--- config.mk ---
export PLATFORM = sky130hd
export DESIGN_NAME = inst_fetch
export DESIGN_NICKNAME = d
export VERILOG_FILES = /design/src/rtl/inst_fetch.sv
export SDC_FILE = /design/constraint.sdc
export NUM_CORES = 1
export LEC_CHECK = 0
export CAP_MARGIN = 5
export CORE_UTILIZATION = 26
export DETAILED_ROUTE_END_ITERATION = 12
export PLACE_DENSITY = 0.51
export SLEW_MARGIN = 20
export SYNTH_ARGS = -nofsm -noshare
export SYNTH_HDL_FRONTEND = slang
export SYNTH_SLANG_ARGS = --single-unit
--- constraint.sdc ---
create_clock -name Clk -period 3 [get_ports Clk]
set_input_delay 0.6 -clock Clk [delete_from_list [all_inputs] [get_ports Clk]]
set_output_delay 0.6 -clock Clk [all_outputs]
set_load 0.1 [all_outputs]
--- src/rtl/inst_fetch.sv ---
// Instruction fetch stage: owns the PC feeding InstROM and registers the fetched word for the decoder.
// Define FETCH_REL_BRANCH_EN to make BranchTarget a signed offset from InstRegAddr instead of an absolute address.
module inst_fetch #(
    parameter logic [6:0] START_PC = 7'd0
) (
    input  logic       Clk,
    input  logic       Reset_n,
    input  logic       Start,
    input  logic       Stall,
    input  logic       BranchTaken,
    input  logic [6:0] BranchTarget,
    input  logic       HaltReq,
    input  logic [8:0] InstOut,
    output logic [6:0] InstAddress,
    output logic [8:0] InstReg,
    output logic [6:0] InstRegAddr,
    output logic       InstValid,
    output logic       Done
);

    typedef enum logic [1:0] {
        IDLE   = 2'd0,
        RUN    = 2'd1,
        HALTED = 2'd2
    } fetchState_t;

    fetchState_t state_r;
    logic [6:0]  pc_r;
    logic [8:0]  instReg_r;
    logic [6:0]  instRegAddr_r;
    logic        instValid_r;
    logic        done_r;
    logic [6:0]  branchDest_s;
    logic        haltNow_s;
    logic        branchNow_s;

    // Modulo-128 add of a 7-bit two's-complement offset equals sign-extend-then-truncate.
`ifdef FETCH_REL_BRANCH_EN
    assign branchDest_s = instRegAddr_r + BranchTarget;
`else
    assign branchDest_s = BranchTarget;
`endif

    // Decoder requests only count while IR holds a live instruction.
    assign haltNow_s   = HaltReq & instValid_r;
    assign branchNow_s = BranchTaken & instValid_r;

    // Fetch sequencer: state, PC, instruction register and status flags.
    always_ff @(posedge Clk or negedge Reset_n) begin
        if (!Reset_n) begin
            state_r       <= IDLE;
            pc_r          <= START_PC;
            instReg_r     <= 9'h000;
            instRegAddr_r <= 7'd0;
            instValid_r   <= 1'b0;
            done_r        <= 1'b0;
        end else begin
            case (state_r)
                IDLE: begin
                    pc_r        <= START_PC;
                    instValid_r <= 1'b0;
                    done_r      <= 1'b0;
                    if (Start) begin
                        state_r <= RUN;
                    end else begin
                        state_r <= IDLE;
                    end
                end
                RUN: begin
                    if (haltNow_s) begin
                        state_r     <= HALTED;
                        instValid_r <= 1'b0;
                        done_r      <= 1'b1;
                    end else if (branchNow_s) begin
                        // Dropping InstValid discards the sequential word fetched this cycle.
                        pc_r        <= branchDest_s;
                        instValid_r <= 1'b0;
                    end else if (!Stall) begin
                        instReg_r     <= InstOut;
                        instRegAddr_r <= pc_r;
                        instValid_r   <= 1'b1;
                        pc_r          <= pc_r + 7'd1;
                    end else begin
                        state_r <= RUN;
                    end
                end
                HALTED: begin
                    if (Start) begin
                        state_r <= RUN;
                        pc_r    <= START_PC;
                        done_r  <= 1'b0;
                    end else begin
                        state_r <= HALTED;
                    end
                end
                default: begin
                    state_r     <= IDLE;
                    pc_r        <= START_PC;
                    instValid_r <= 1'b0;
                    done_r      <= 1'b0;
                end
            endcase
        end
    end

    assign InstAddress = pc_r;
    assign InstReg     = instReg_r;
    assign InstRegAddr = instRegAddr_r;
    assign InstValid   = instValid_r;
    assign Done        = done_r;

endmodule

== After elaboration in Yosys (flattened, before gate mapping) ==
Cells that the tools add are included.
Storage, ports and cells
  register bits after elaboration: 27
  latch bits: 0
  RAM bits: 0
  ROM bits: 0
  output and inout bits: 25
  memories: 0
Cells by class
  $add $sub $neg: 1
  multipliers: 0
  div/mod/pow operators: 0
  order comparisons: 0
  eq/ne operators: 9
  shift operators: 0
  multiplexer cells: 18
  bitwise operators: 6
  reductions and logical operators: 6
Operator list (count)
  7-bit two-way mux: 4
  7-bit one-hot mux with 2 select lines: 1
  3-bit inequality test (second input constant): 3
  2-bit two-way mux: 4
  7-bit by 1-bit adder with 7-bit output (second input constant): 1
  1-bit two-way mux: 6
  2-bit inequality test (second input constant): 3
  2-bit one-hot mux with 3 select lines: 1
  2-bit AND reduction: 3
  4-bit inequality test (second input constant): 1
  1-bit NOT: 4
  1-bit one-hot mux with 2 select lines: 2
  4-bit AND reduction: 1
  3-bit AND reduction: 1
  1-bit bitwise AND: 2
  2-bit by 1-bit equality test with 1-bit output (second input constant): 1
  2-bit equality test (second input constant): 1
  2-bit zero test: 1

== Logic depth before layout (Yosys ltp) ==
  word-level depth: 5
  mapped depth: 5

== Least setup slack after synthesis ==
No wires, ideal clock.
  path kind: reg2reg
  start: reg instValid_r (netlist: InstValid)
  end: reg instRegAddr_r[4] (netlist: InstRegAddr[4])
  setup time: 0.127 ns
  arrival: 1.891 ns
  required time: 2.873 ns
  path slack: 0.982 ns
  cell stages (with the launch flop): 5
  buffers on the path: 1
  clock period less this slack: 2.018 ns
  path through: dfrtp_1 o21ai_1 nand3_4 buf_6 mux2_4
On the way
  word-level cells in the longest chain between the ends: 3
  elaborated cells between the ends (all ways): 5
  classes of those cells: bitwise (4); reduce/logical (1)
Ends and longest elaborated chain
  start, declared: RTL line 31  | logic instValid_r;
  start signal, assigned: RTL line 55  | instValid_r <= 1'b0;
  start signal, assigned: RTL line 61  | instValid_r <= 1'b0;
  start signal, assigned: RTL line 72  | instValid_r <= 1'b0;
  1-bit bitwise AND (on tied branches): RTL line 46, 45
  1-bit NOT (no line)
  4-bit AND reduction (no line) *
  end signal, assigned: RTL line 80  | instRegAddr_r <= pc_r;
  end, declared: RTL line 30  | logic [6:0] instRegAddr_r;
Every way passes the cells marked *; elsewhere a longest branch is shown, timed or not.
A chain may end at the register's enable or synchronous reset.

== Worst setup path in the final report ==
  start: in BranchTaken
  end: reg instRegAddr_r[5] (netlist: InstRegAddr[5])
On the way
  word-level cells in the longest chain between the ends: 3
Ends and longest elaborated chain
  start, declared: RTL line 10  | input logic BranchTaken,
  1-bit bitwise AND: RTL line 46  | assign branchNow_s = BranchTaken & instValid_r;
  1-bit NOT (no line)
  4-bit AND reduction (no line)
Every way passes these cells.

==> impl_metrics.py <==
metrics = {
    "logic_synthesis": {
        "synth_top_cell_area_share_pct": 51.5,
        "synth-async-reset-ratio_pct": 100,
        "yosys-top-cells-area": "dfrtp_1, mux2_4, o2bb2ai_1, o21ai_1, a311oi_4",
        "yosys_register_bits": 27,
        "synth_edf_count": 0,
        "netlist_instances": 105,
        "synth_cell_type_count": 32,
        "postSynthAreaPerCell_um2": 12.5,
        "syn_area_mm2": 0.00131,
        "yosys_warnings": 0,
        "ys_seq_area_share_pct": 51.5,
        "synth_area_leader_cell": "dfrtp_1",
        "synth_ff_type": "dfrtp_1",
        "syn-num-nets": 128,
    },
    "final_layout": {
        "final_cell_area_mm2": 0.00181,
        "nNetsFinal": 177,
        "seq_area_um2": 676,
        "fillers": 469,
        "syn2layout_area_growth_pct": 37.9,
        "multi_input_area_um2": 586,
        "num_antenna_cells": 0,
        "layout-drive-gt1-share_pct": 34.0,
    },
    "worst_hold_path": {
        "holdCritPathClass": "reg2reg",
        "min_path_cells": 2,
        "hold_path_end": "InstRegAddr[1]",
        "hold_path_startpoint": "InstRegAddr[1]",
    },
    "sta": {
        "fin_crit_sh_pct": 63.4,
        "max_slew_margin_pct": 62.1,
        "worstMarginPinSlew_ns": 0.568,
        "finClkSkew_ns": 0.00482,
        "max_freq_ghz": 0.526,
        "hold_violations": 0,
        "setup_viol": 0,
        "tns_ns": 0,
        "period_minus_slack_ns": 1.90,
        "slew_violations": 0,
        "rsz0062_at_grt": "false",
    },
    "global_route": {
        "antenna_found_initial": 0,
        "grt_pass1_wl_mm": 4.77,
        "grt_max_degree": 28,
        "grt_usage_pct": 12.1,
        "grt_pass1_vias": 969,
        "grt_remaining_overflow": 0,
    },
    "outcome": {
        "outcome": "finished clean",
    },
    "run": {
        "cap_violations": 0,
    },
    "detailed_routing": {
        "ant_nets": 0,
        "dr.pass1.iters": 4,
        "routed_wl_mm": 2.95,
        "viasPerCell": 4.58,
        "routedWlPerCell_um": 13.4,
        "drt_first_iter_violations": 57,
        "vias": 1007,
        "drc_errors": 0,
    },
    "setup_path": {
        "cp-end-kind": "flop",
        "path_class": "in2reg",
        "worstReg2RegEnd": "InstAddress[4]",
        "crit_arrival_ns": 2.06,
        "cp_max_fo": 22,
        "cp.required_ns": 3.16,
        "reg2reg_from": "InstValid",
        "cp-start-kind": "input port",
        "startpoint": "BranchTaken",
        "reg2reg_slack_ns": 1.42,
        "worstRegToRegCells": 4,
    },
    "clocking": {
        "numCtsBuffers": 3,
        "cts.clk_slew.worst_paths_ns": 0.09,
        "cts.sinks": 27,
        "cts-root-buf": "clkbuf_8",
        "cts_hold_buf": 0,
        "cts_resized": 0,
        "htree_levels": 1,
        "clk_path_buf_depth": 2,
        "worstSkewPairLatency_ns": 0.27,
        "cts_tree": "yes",
        "post_cts.repair.setup_buffers": 0,
    },
    "floorplanning": {
        "ios": 47,
        "core-area_mm2": 0.00479,
        "start_util_pct": 27.4,
        "dieArea_mm2": 0.00534,
        "die_w_um": 73.1,
        "die_height_um": 73.1,
        "rows": 25,
    },
    "place": {
        "dp_hpwl_mm": 2.13,
        "numPortBuffers": 46,
        "placed_area_mm2": 0.00177,
        "gp_congestion": 0.802,
    },
}
[cell type report]
type / instances / share of cell area [%]
tap: 67 / 4.63
sequential: 27 / 37.3
timing repair buffer: 47 / 22.4
inverter: 4 / 0.829
clock buffer: 4 / 2.49
multi-input combinational: 71 / 32.3
[worst max-delay path by stage]
stage,endpoint,slack [ns],cells after the start
after floorplan,InstRegAddr[4],0.98,4
after global placement,InstReg[0],0.83,4
after detailed placement,InstRegAddr[5],0.80,4
after CTS,InstRegAddr[5],1.09,4
after global routing,InstAddress[6],1.01,5
final,InstRegAddr[5],1.10,4
[critical path, cell delays in order]
cell             delay, ns
clkdlybuf4s50_1       0.47
o21ai_1               0.25
nand3_4               0.34
mux2_4                0.41
[cells in the mapped netlist, drive strengths merged, types with 2 or more instances]
library cell	count
a21oi	5
mux2	14
nand3	2
buf	2
o22ai	2
nor2	4
o21ai	11
nor3	2
nor3b	2
dfrtp	27
inv	4
o2bb2ai	5
nand2	8
and3	2
a22oi	2
[metrics by stage]
stage | cells | util [%] | hold WS (ns) | worst slack [ns]
4_1_cts | 220 | 37.8 | 0.507 | 1.09
5_1_grt | 220 | 37.8 | 0.541 | 1.01
2_1_floorplan | 105 | - | 0.304 | 0.982
6_report | 220 | 37.8 | 0.497 | 1.10
3_3_place_gp | 216 | 36.9 | 0.479 | 0.833
3_5_place_dp | 216 | 36.9 | 0.485 | 0.799
[state kept, by name, indices dropped and copies added (netlist names)]
name and count:
InstValid 1, InstRegAddr 7, Done 1, InstReg 9
InstAddress 7, state_r 2
[logic make-up (layout without fill, tap and decap cells)]
family	after synthesis	count (layout)	share of synthesized area (%)
adder cells (fa/ha/maj)	1	1	0.953
buffers and inverters	7	55	3.91
AND/OR/NAND/NOR	27	27	12.4
multiplexers	15	15	16.2
flip-flops	27	27	51.5
AO/OA/AOI/OAI	28	28	15.1
[per-layer routing]
metal / GRT usage, % / vias up / routed length, µm
met3: 3.45 / 5 / 168
met5: 0 / - / 0
met4: 4.58 / 0 / 40
met1: 15.2 / 491 / 1350
li1: - / 476 / -
met2: 19.4 / 35 / 1400
[layout by cell type (no fill, tap or decap), types with 3 or more instances in the layout]
cell type	netlist	final
dfrtp_1	27	27
o21ai_0	5	5
o21ai_1	6	6
nand2_1	7	7
clkdlybuf4s50_1	0	21
buf_4	0	26
inv_1	4	4
nor2_1	4	4
clkbuf_8	1	3
a21oi_1	5	5
mux2_4	12	12
o2bb2ai_1	5	5
Power is not shown: default switching activity piles up to over one toggle a cycle in this logic, so the estimate is an artifact.
